$ cat config.mk
export PLATFORM = sky130hd
export DESIGN_NAME = calc_keypad_cmd_encoder
export DESIGN_NICKNAME = d
export VERILOG_FILES = /design/src/rtl/calc_keypad_cmd_encoder.sv
export SDC_FILE = /design/constraint.sdc
export NUM_CORES = 1
export LEC_CHECK = 0
export BUFFER_PORTS_ARGS = -buffer_cell sky130_fd_sc_hd__buf_2
export CORE_ASPECT_RATIO = 2
export CORE_MARGIN = 2
export CORE_UTILIZATION = 35
export CTS_CLUSTER_DIAMETER = 50
export DETAILED_ROUTE_END_ITERATION = 8
export PLACE_DENSITY = 0.57
export SLEW_MARGIN = 20
export SYNTH_ARGS = -nofsm -noshare
export SYNTH_HDL_FRONTEND = slang
export SYNTH_SLANG_ARGS = --single-unit
$ cat constraint.sdc
create_clock -name clock -period 4.93 [get_ports clock]
set_input_delay 0.986 -clock clock [delete_from_list [all_inputs] [get_ports clock]]
set_output_delay 0.986 -clock clock [all_outputs]
set_load 0.01 [all_outputs]
$ cat src/rtl/calc_keypad_cmd_encoder.sv
// Scans a 4x4 active-low matrix keypad, debounces press and release, and issues one
// 4-bit command per physical key press, held for a fixed window toward calc_top.
module calc_keypad_cmd_encoder #(
  parameter int          SCAN_DIV        = 16,
  parameter int          DEBOUNCE_CYCLES = 1000,
  parameter int          CMD_HOLD        = 10,
  parameter logic [3:0]  IDLE_CMD        = 4'hF
) (
  input  logic       clock,
  input  logic       reset,
  output logic [3:0] key_row,
  input  logic [3:0] key_col,
  input  logic       calc_busy,
  output logic [3:0] cmd,
  output logic       cmd_valid
);

  localparam int MAX_A = (SCAN_DIV > DEBOUNCE_CYCLES) ? SCAN_DIV : DEBOUNCE_CYCLES;
  localparam int MAX_P = (MAX_A > CMD_HOLD) ? MAX_A : CMD_HOLD;
  localparam int CW    = $clog2(MAX_P) + 1;

  localparam logic [CW-1:0] SCAN_LAST     = CW'(SCAN_DIV - 1);
  localparam logic [CW-1:0] DEB_LAST      = CW'(DEBOUNCE_CYCLES - 1);
  localparam logic [CW-1:0] HOLD_LAST     = CW'(CMD_HOLD - 1);
  localparam logic [CW-1:0] CNT_ZERO      = '0;
  localparam logic [CW-1:0] CNT_ONE       = CW'(1);
  localparam logic [3:0]    RESERVED_CODE = 4'hF;

  typedef enum logic [2:0] {
    SCAN,
    DEBOUNCE,
    PENDING,
    EMIT,
    RELEASE
  } state_e;

  state_e        state_q;
  logic [1:0]    row_q;
  logic [1:0]    col_q;
  logic [3:0]    code_q;
  logic [CW-1:0] cnt_q;
  logic [3:0]    colMeta_q;
  logic [3:0]    colS_q;
  logic [3:0]    cmd_q;
  logic          cmdValid_q;

  logic          anyLow;
  logic [1:0]    lowCol;
  logic          keyUp;

  // Two-flop synchronizer; idle columns read high so reset matches "no key".
  always_ff @(posedge clock or negedge reset) begin
    if (!reset) begin
      colMeta_q <= 4'b1111;
      colS_q    <= 4'b1111;
    end else begin
      colMeta_q <= key_col;
      colS_q    <= colMeta_q;
    end
  end

  // Lowest-index low column wins when several keys share the driven row.
  always_comb begin
    anyLow = 1'b0;
    lowCol = 2'd0;
    for (int i = 3; i >= 0; i--) begin
      if (!colS_q[i]) begin
        anyLow = 1'b1;
        lowCol = 2'(i);
      end
    end
  end

  assign keyUp = colS_q[col_q];

  always_ff @(posedge clock or negedge reset) begin
    if (!reset) begin
      state_q    <= SCAN;
      row_q      <= 2'd0;
      col_q      <= 2'd0;
      code_q     <= 4'd0;
      cnt_q      <= CNT_ZERO;
      cmd_q      <= IDLE_CMD;
      cmdValid_q <= 1'b0;
    end else begin
      case (state_q)
        SCAN: begin
          if (cnt_q == SCAN_LAST) begin
            cnt_q <= CNT_ZERO;
            if (anyLow) begin
              col_q   <= lowCol;
              code_q  <= {row_q, lowCol};
              state_q <= DEBOUNCE;
            end else begin
              row_q <= row_q + 2'd1;
            end
          end else begin
            cnt_q <= cnt_q + CNT_ONE;
          end
        end

        DEBOUNCE: begin
          if (keyUp) begin
            cnt_q   <= CNT_ZERO;
            state_q <= SCAN;
          end else if (cnt_q == DEB_LAST) begin
            cnt_q <= CNT_ZERO;
            if (code_q == RESERVED_CODE) begin
              state_q <= RELEASE;
            end else if (calc_busy) begin
              state_q <= PENDING;
            end else begin
              state_q    <= EMIT;
              cmd_q      <= code_q;
              cmdValid_q <= 1'b1;
            end
          end else begin
            cnt_q <= cnt_q + CNT_ONE;
          end
        end

        // Code stays latched here even if the key is released while waiting.
        PENDING: begin
          if (!calc_busy) begin
            cnt_q      <= CNT_ZERO;
            state_q    <= EMIT;
            cmd_q      <= code_q;
            cmdValid_q <= 1'b1;
          end
        end

        EMIT: begin
          if (cnt_q == HOLD_LAST) begin
            cnt_q      <= CNT_ZERO;
            cmd_q      <= IDLE_CMD;
            cmdValid_q <= 1'b0;
            state_q    <= RELEASE;
          end else begin
            cnt_q <= cnt_q + CNT_ONE;
          end
        end

        RELEASE: begin
          if (!keyUp) begin
            cnt_q <= CNT_ZERO;
          end else if (cnt_q == DEB_LAST) begin
            cnt_q   <= CNT_ZERO;
            row_q   <= row_q + 2'd1;
            state_q <= SCAN;
          end else begin
            cnt_q <= cnt_q + CNT_ONE;
          end
        end

        default: begin
          cnt_q      <= CNT_ZERO;
          cmd_q      <= IDLE_CMD;
          cmdValid_q <= 1'b0;
          state_q    <= SCAN;
        end
      endcase
    end
  end

  assign key_row   = ~(4'b0001 << row_q);
  assign cmd       = cmd_q;
  assign cmd_valid = cmdValid_q;

endmodule

# [Word-level counts from Yosys, hierarchy flattened]
# Index checks and enable logic that the tools add are counted.
[totals] in_bits=7 elab_cells=86 regBits=35 output_inout_bits=9
[op_classes] add_sub_neg=2 n_reduce_logical=7 n_shift=1 n_eq_ne=19 n_bitwise=2 mux=45 order_cmp=1
[ops] op="11-bit 2-to-1 mux" n=6
[ops] op="11-bit case mux with 5 select lines" n=1
[ops] op="3-bit 2-to-1 mux" n=9
[ops] op="11-bit by 4-bit equality test with 1-bit output (second input constant)" n=2
[ops] op="4-bit 2-to-1 mux" n=5
[ops] op="2-bit != test (second input constant)" n=10
[ops] op="2-bit 2-to-1 mux" n=8
[ops] op="4-bit case mux with 4 select lines" n=1
[ops] op="3-bit case mux with 5 select lines" n=1
[ops] op="11-bit by 1-bit adder with 11-bit output (second input constant)" n=1
[ops] op="11-bit by 10-bit equality test with 1-bit output (second input constant)" n=1
[ops] op="1-bit 2-to-1 mux" n=11
[ops] op="5-bit AND reduction" n=2
[ops] op="7-bit AND reduction" n=1
[ops] op="3-bit by 2-bit equality test with 1-bit output (second input constant)" n=2
[ops] op="4-bit equality test (second input constant)" n=1
[ops] op="4-bit inverter" n=1
[ops] op="1-bit case mux with 4 select lines" n=1
[ops] op="2-bit case mux with 2 select lines" n=1
[ops] op="1-bit by 2-bit left shift with 4-bit output (first input constant)" n=1
[ops] op="3-bit by 1-bit equality test with 1-bit output (second input constant)" n=1
[ops] op="3-bit equality test (second input constant)" n=1
[ops] op="3-bit zero test" n=1
[ops] op="2-bit by 3-bit less-than comparator with 1-bit output (second input constant)" n=1
[ops] op="7 further kinds" n=7

# [Longest topological paths before layout]
# Gate-level depths: netlist of the first run.
[depth] word_depth=7 mapped_depth=8 ltp_nobuf=7

# [Least setup slack after synthesis of the first run]
# No wires, ideal clock.
[synth_path] kind="register -> register" startpoint="reg col_q[0]" endpoint="reg cnt_q[6]" arrival_time_ps=1966 path_buffers=1 path_stages_with_launch=7 setup_slack_ps=2840 required_time_ps=4806 setup_time_ps=124 period_less_slack_ps=2090 cell_sequence="dfrtp_1 > mux4_2 > mux2i_1 > a311oi_2 > buf_6 > nor2_1 > a211o_1"
[synth_via] elab_chain_len=4 word_cells_on_any_way=5 cone_classes="mux (5)"
[synth_rtl] element="start, declared" line_no="39" source="logic [1:0] col_q;"
[synth_rtl] element="start signal, assigned" line_no="91" source="col_q <= lowCol;"
[synth_rtl] element="1-bit binary-select mux with 2-bit select *" line_no="74" source="assign keyUp = colS_q[col_q];"
[synth_rtl] element="1-bit 2-to-1 mux (implied by the code) *" line_no="74"
[synth_rtl] element="11-bit 2-to-1 mux, on equally long branches" line_no="144, 103"
[synth_rtl] element="11-bit case mux with 5 select lines *" line_no="86" source="case (state_q)"
[synth_rtl] element="end signal, assigned" line_no="98" source="cnt_q <= cnt_q + CNT_ONE;"
[synth_rtl] element="end signal, assigned" line_no="139" source="cnt_q <= cnt_q + CNT_ONE;"
[synth_rtl] element="end signal, assigned" line_no="151" source="cnt_q <= cnt_q + CNT_ONE;"
[synth_rtl] element="end, declared" line_no="41" source="logic [CW-1:0] cnt_q;"
# Mark *: on every way between the ends. The rest lies on a longest branch, timed or not. The select of a mux whose other input is x is not followed.
# A chain may end at the register's enable or synchronous reset.

# [Worst setup path in the final report of the first run]
[layout_path] startpoint="reg col_q[0]" endpoint="reg cnt_q[3]"
# The elaborated chain is that of the path after synthesis.

==> results of run 1 <==
-- metal layers --
| layer | vias up | GRT usage | routed length (um) | share of wire |
|---|---|---|---|---|
| li1 | 664 | - | - | - |
| met1 | 667 | 0.156 | 1390 | 0.34 |
| met2 | 35 | 0.301 | 2350 | 0.58 |
| met3 | 10 | 0.0287 | 134 | 0.033 |
| met4 | 0 | 0.104 | 181 | 0.045 |
| met5 | - | 0 | 0 | 0 |
-- final cells by class --
cell class | count | share of cell area
Multi-Input combinational cell | 124 | 0.421
Inverter | 10 | 0.0188
Clock inverter | 3 | 0.0325
Sequential cell | 33 | 0.421
Tap cell | 57 | 0.0357
Clock buffer | 5 | 0.0344
Timing Repair Buffer | 15 | 0.0375
-- worst max-delay path, stage by stage (launching register included) --
cell	delay [ns]
dfrtp_1	0.42
mux4_2	0.61
mux2i_1	0.16
a311oi_2	0.78
and2_1	0.30
o32ai_1	0.10
-- metrics by stage --
step / cell area [sq um] / worst slack, ns / utilization / power [W]
after detailed placement: 1870 / 2.40 / 0.387 / 0.000299
after global routing: 2000 / 2.19 / 0.415 / 0.000620
final: 2000 / 2.41 / 0.415 / 0.000598
after CTS: 2000 / 2.38 / 0.415 / 0.000605
after floorplan: 1750 / 2.84 / - / 0.000289
after global placement: 1870 / 2.42 / 0.387 / 0.000299
-- worst paths after layout --
path | from | slack, ns | to | depth (start not counted)
max in group asynchronous | reset | 3.72 | row_q[1] | 1
min reg2reg | colMeta_q[0] | 0.36 | colS_q[0] | 0
min | colMeta_q[0] | 0.36 | colS_q[0] | 0
min in group asynchronous | reset | 0.75 | code_q[3] | 1
max | col_q[0] | 2.41 | cnt_q[3] | 5
max reg2reg | col_q[0] | 2.41 | cnt_q[3] | 5
-- flip-flops by register name (all words and copies together) (netlist names) --
| register | flops |
|---|---|
| cmd_valid | 1 |
| col_q | 1 |
| state_q | 3 |
| colMeta_q | 4 |
| row_q | 2 |
| cmd | 4 |
| cnt_q | 11 |
| colS_q | 4 |
| code_q | 3 |
-- power by group --
group          leakage, nW   total, W  internal, W  switching, W
Sequential           0.389   0.000281     0.000278    0.00000316
Clock               0.0681   0.000305     0.000201      0.000104
Combinational        0.378  0.0000125   0.00000407    0.00000845
Total                0.835   0.000598     0.000483      0.000115
-- logic make-up (layout without fill, tap and decap cells) --
logic type      Yosys count  count (layout)
fa+ha+maj                 6               6
buf+inv                  15              33
compound gates           40              40
flops                    33              33
mux                       7               7
simple gates             67              67
xor+xnor                  4               4
-- placed cells by master, fill, tap and decap left out, drive strengths merged, types with 4 or more instances in the layout --
master	count
inv	10
a31oi	5
nand2	14
nand4	4
buf	15
o22ai	4
nand3	5
a21oi	7
nor3	6
ha	6
dfrtp	21
o21ai	7
clkbuf	5
nand2b	4
nor2	15
dfstp	12
==> flow_summary.ini, run 1 <==
[timing]
fmax_ghz = 0.396
grt_setup_unrepaired = false
clock_skew_ns = 0.00472
worstMarginPinSlew_ns = 0.867
setup_tns_ns = 0
slew_headroom = 0.417
slew_violations = 0
fin_crit_sh = 0.512
period_minus_slack_ns = 2.52
finalHoldViolations = 0
setup_violations = 0
hold_ws_ns = 0.356

[global_routing]
grt_use_total = 0.166
grt_pass1_wl_um = 6700
grt_pass1_vias = 1402
grt_antenna_before_repair = 0
grt_max_degree = 34
grt_overflow = 0

[route]
vias = 1376
dr.first_iter.drc_count = 45
post_drt_wl_per_cell_um = 16.4
finalWirelength_um = 4060
drt-vias-per-instance = 5.57
firstDrtPassIters = 4
postRouteAntennaNets = 0
drc = 0

[synth]
synth_cells = 172
async_flop_share = 1.00
syn_area_per_cell_sq_um = 10.1
synth_area_leaders = dfrtp_1, dfstp_2, ha_1
yosysSeqAreaShare = 0.482
synth_edf_count = 0
yosysMostFrequentCell = dfrtp_1
ys_warn_count = 0
ys_ff_latch = 33
synth_mux_area_frac = 0.0495
synth.top_cell.area_share = 0.301
synth-simple-area-share = 0.209
yosys.area.top_type = dfrtp_1
synthDistinctLibCells = 47
syn-num-nets = 185
synth_fa_ha_area_frac = 0.0430
synth_common_cells = dfrtp_1, nor2_1, nand2_1, dfstp_2, inv_1
syn_area_sq_um = 1750
synth_top_family_by_area = simple AND/OR/NAND/NOR gates
synth-xor-area-share = 0.0201
synthFlopType = dfrtp_1
synth_compound_area_frac = 0.160

[setup_path]
critPathCaptureType = register
critPathKind = reg -> reg
worstSetupStartpointType = register
crit_path_max_fanout = 14
worstPathArrival_ns = 2.66
required_ns = 5.07

[finish]
antennaDiodeCount = 0
synthToLayoutAreaGrowth_pct = 14.6
n_fill_cell = 491
fin_nets = 202
layout.cells.non_filler = 247
multi_input_area_sq_um = 841
regArea_sq_um = 841
drive_gt1_frac = 0.237

[status]
status = finished clean

[run]
cap_violations = 0

[floorplan]
die_y_um = 104
ioPinCount = 16
rows = 36
start_util = 0.362
dieArea_sq_um = 5600
die_w_um = 53.9
core_area_sq_um = 4820

[hold_path]
hp-class = reg -> reg

[clocking]
clk_pin_slew_ns = 0.07
cts_num_sinks = 33
cts_buffers = 5
cts_hold_buf = 0
h-tree-depth = 2
cts_tree = built
cts_root_buffer = clkbuf_8
cts_resized = 0
postCtsSetupBuffers = 0
clkLatencyLatePin_ns = 0.28
cts.path.max_buffers = 2

[power]
total_leakage_power_nw = 0.835
ir_worst_vdd_v = 0.000166
cellPowerDensity_nw_per_um2 = 299

[place]
gp_congestion = 0.842
io_buffer_count = 15
hpwl_um = 3020
dp_cells = 239
Power figures use the tool's default switching activity.
==> inputs of run 2 (changes only) <==
==> constraint.sdc (replaced) <==
create_clock -name clock -period 2.6 [get_ports clock]
set_input_delay 0.52 -clock clock [delete_from_list [all_inputs] [get_ports clock]]
set_output_delay 0.52 -clock clock [all_outputs]
set_load 0.01 [all_outputs]
==> run 2 against run 1 <==
  * Global-route usage shrank 0.64 points
  * Setup slack got worse by 1.9 ns
  * First-iteration DRC count is 38% lower
  * Highest routed layer unchanged
  * Sequential share of layout area fell by 0.10 points
  * Largest power group is now sequential cells
==> flow_summary.ini, run 2 (synthesis results as in run 1) <==
[timing]
slew_violations = 0
slew_headroom = 0.509
fin_crit_sh = 0.820
period_minus_slack_ns = 2.13
clock_skew_ns = 0.00769
setup_ws_ns = 0.469
fmax_ghz = 0.469
setup_violations = 0
finalHoldViolations = 0
hold_ws_ns = 0.296
setup_tns_ns = 0
grt_setup_unrepaired = false
worstMarginPinSlew_ns = 0.736

[setup_path]
critPathKind = reg -> reg
crit_chain = mux4_2, mux2i_1, a311oi_2, buf_4, nor2_1, a211o_1
critPathCaptureType = register
worstPathArrival_ns = 2.30
required_ns = 2.77
crit_path_max_fanout = 14
worstSetupStartpointType = register
max_stage_delay_ns = 0.61
critical-path-slowest-cell = mux4_2

[route]
firstDrtPassIters = 5
dr.max_layer_used = met4
wl_met2_um = 2390
post_drt_wl_per_cell_um = 16.1
drt-vias-per-instance = 5.61
vias = 1403
met1Wirelength_um = 1360
route.met3.wl_um = 108
finalWirelength_um = 4010
postRouteAntennaNets = 0
dr.first_iter.drc_count = 28
drc = 0

[global_routing]
grt_antenna_before_repair = 0
grt_pass1_vias = 1383
grt_max_degree = 34
grt_pass1_wl_um = 6460
grt_overflow = 0
grt_use_total = 0.159

[finish]
layout_commonest_cell = dfrtp_1
antennaDiodeCount = 0
fin_nets = 205
largest_reg_flops = 11
synthToLayoutAreaGrowth_pct = 14.8
final_cell_mix = dfrtp_1, nor2_1, buf_2
final_area_sq_um = 2000
drive_gt1_frac = 0.244
max_flop_register = cnt_q

[floorplan]
die_w_um = 53.9
core_area_sq_um = 4820
rows = 36
start_util = 0.362
die_y_um = 104
ioPinCount = 16
dieArea_sq_um = 5600

[clocking]
cts.path.max_buffers = 2
cts_tree = built
cts_num_sinks = 33
cts_resized = 0
clk_pin_slew_ns = 0.07
cts_hold_buf = 0
clkLatencyLatePin_ns = 0.28
cts_buffers = 5
postCtsSetupBuffers = 0
h-tree-depth = 2
cts_root_buffer = clkbuf_8

[place]
placed_area_sq_um = 1890
hpwl_um = 3080
dp_slack_ns = 0.471
io_buffer_count = 15
gp_congestion = 0.867

[power]
ir_worst_vdd_v = 0.000422
pwr-share-seq = 0.505
switching_share = 0.198
total_leakage_power_nw = 0.840
pwr-share-comb = 0.023
p_clk_frac = 0.472
cellPowerDensity_nw_per_um2 = 527
intPower_w = 0.000847
switching_power_w = 0.000209

[run]
cap_violations = 0

[hold_path]
hp-class = in -> async

[status]
status = finished clean
## run 2: critical path: cells and delay by family (launching register included)
kind	cells	cell delay, ns
flops	1	0.43
buf+inv	1	0.23
compound gates	2	0.52
simple gates	1	0.06
mux	2	0.77
## run 2: cell type report
| type | instances | area (sq um) |
|---|---|---|
| inverters | 10 | 37.5 |
| clock inverters | 1 | 30.0 |
| well taps | 57 | 71.3 |
| multi-input cells | 124 | 841 |
| fillers | 477 | 2820 |
| repair buffers | 18 | 97.6 |
| clock buffers | 7 | 86.3 |
| flip-flops and latches | 33 | 841 |
## run 2: routing by layer
metal / vias to the layer above / global-route usage
li1: 671 / -
met1: 690 / 0.142
met2: 32 / 0.300
met3: 10 / 0.0273
met4: 0 / 0.0934
met5: - / 0
## run 2: per-stage QoR
| step | std cells | util | total power [W] |
|---|---|---|---|
| global route | 250 | 0.416 | 0.00110 |
| floorplan | 172 | - | 0.000548 |
| global placement | 242 | 0.392 | 0.000566 |
| finish | 250 | 0.416 | 0.00106 |
| detailed placement | 242 | 0.392 | 0.000568 |
| CTS | 250 | 0.416 | 0.00107 |
## run 2: power groups by stage
stage	logic, W	registers, W	clock network [W]
after floorplan	0.00000788	0.000540	0
after global placement	0.0000249	0.000541	0
after detailed placement	0.0000254	0.000542	0
after CTS	0.0000255	0.000533	0.000506
after global routing	0.0000280	0.000534	0.000536
final	0.0000242	0.000533	0.000498
## run 2: worst paths after layout
kind | start | cells past startpoint | slack, ns | end
min reg2reg | colMeta_q[1] | 0 | 0.35 | colS_q[1]
max | col_q[0] | 6 | 0.47 | cnt_q[6]
min | reset | 1 | 0.30 | col_q[0]
min in group clock | key_col[1] | 1 | 0.34 | colMeta_q[1]
max reg2reg | col_q[0] | 6 | 0.47 | cnt_q[6]
max in group asynchronous | reset | 1 | 1.83 | cnt_q[1]
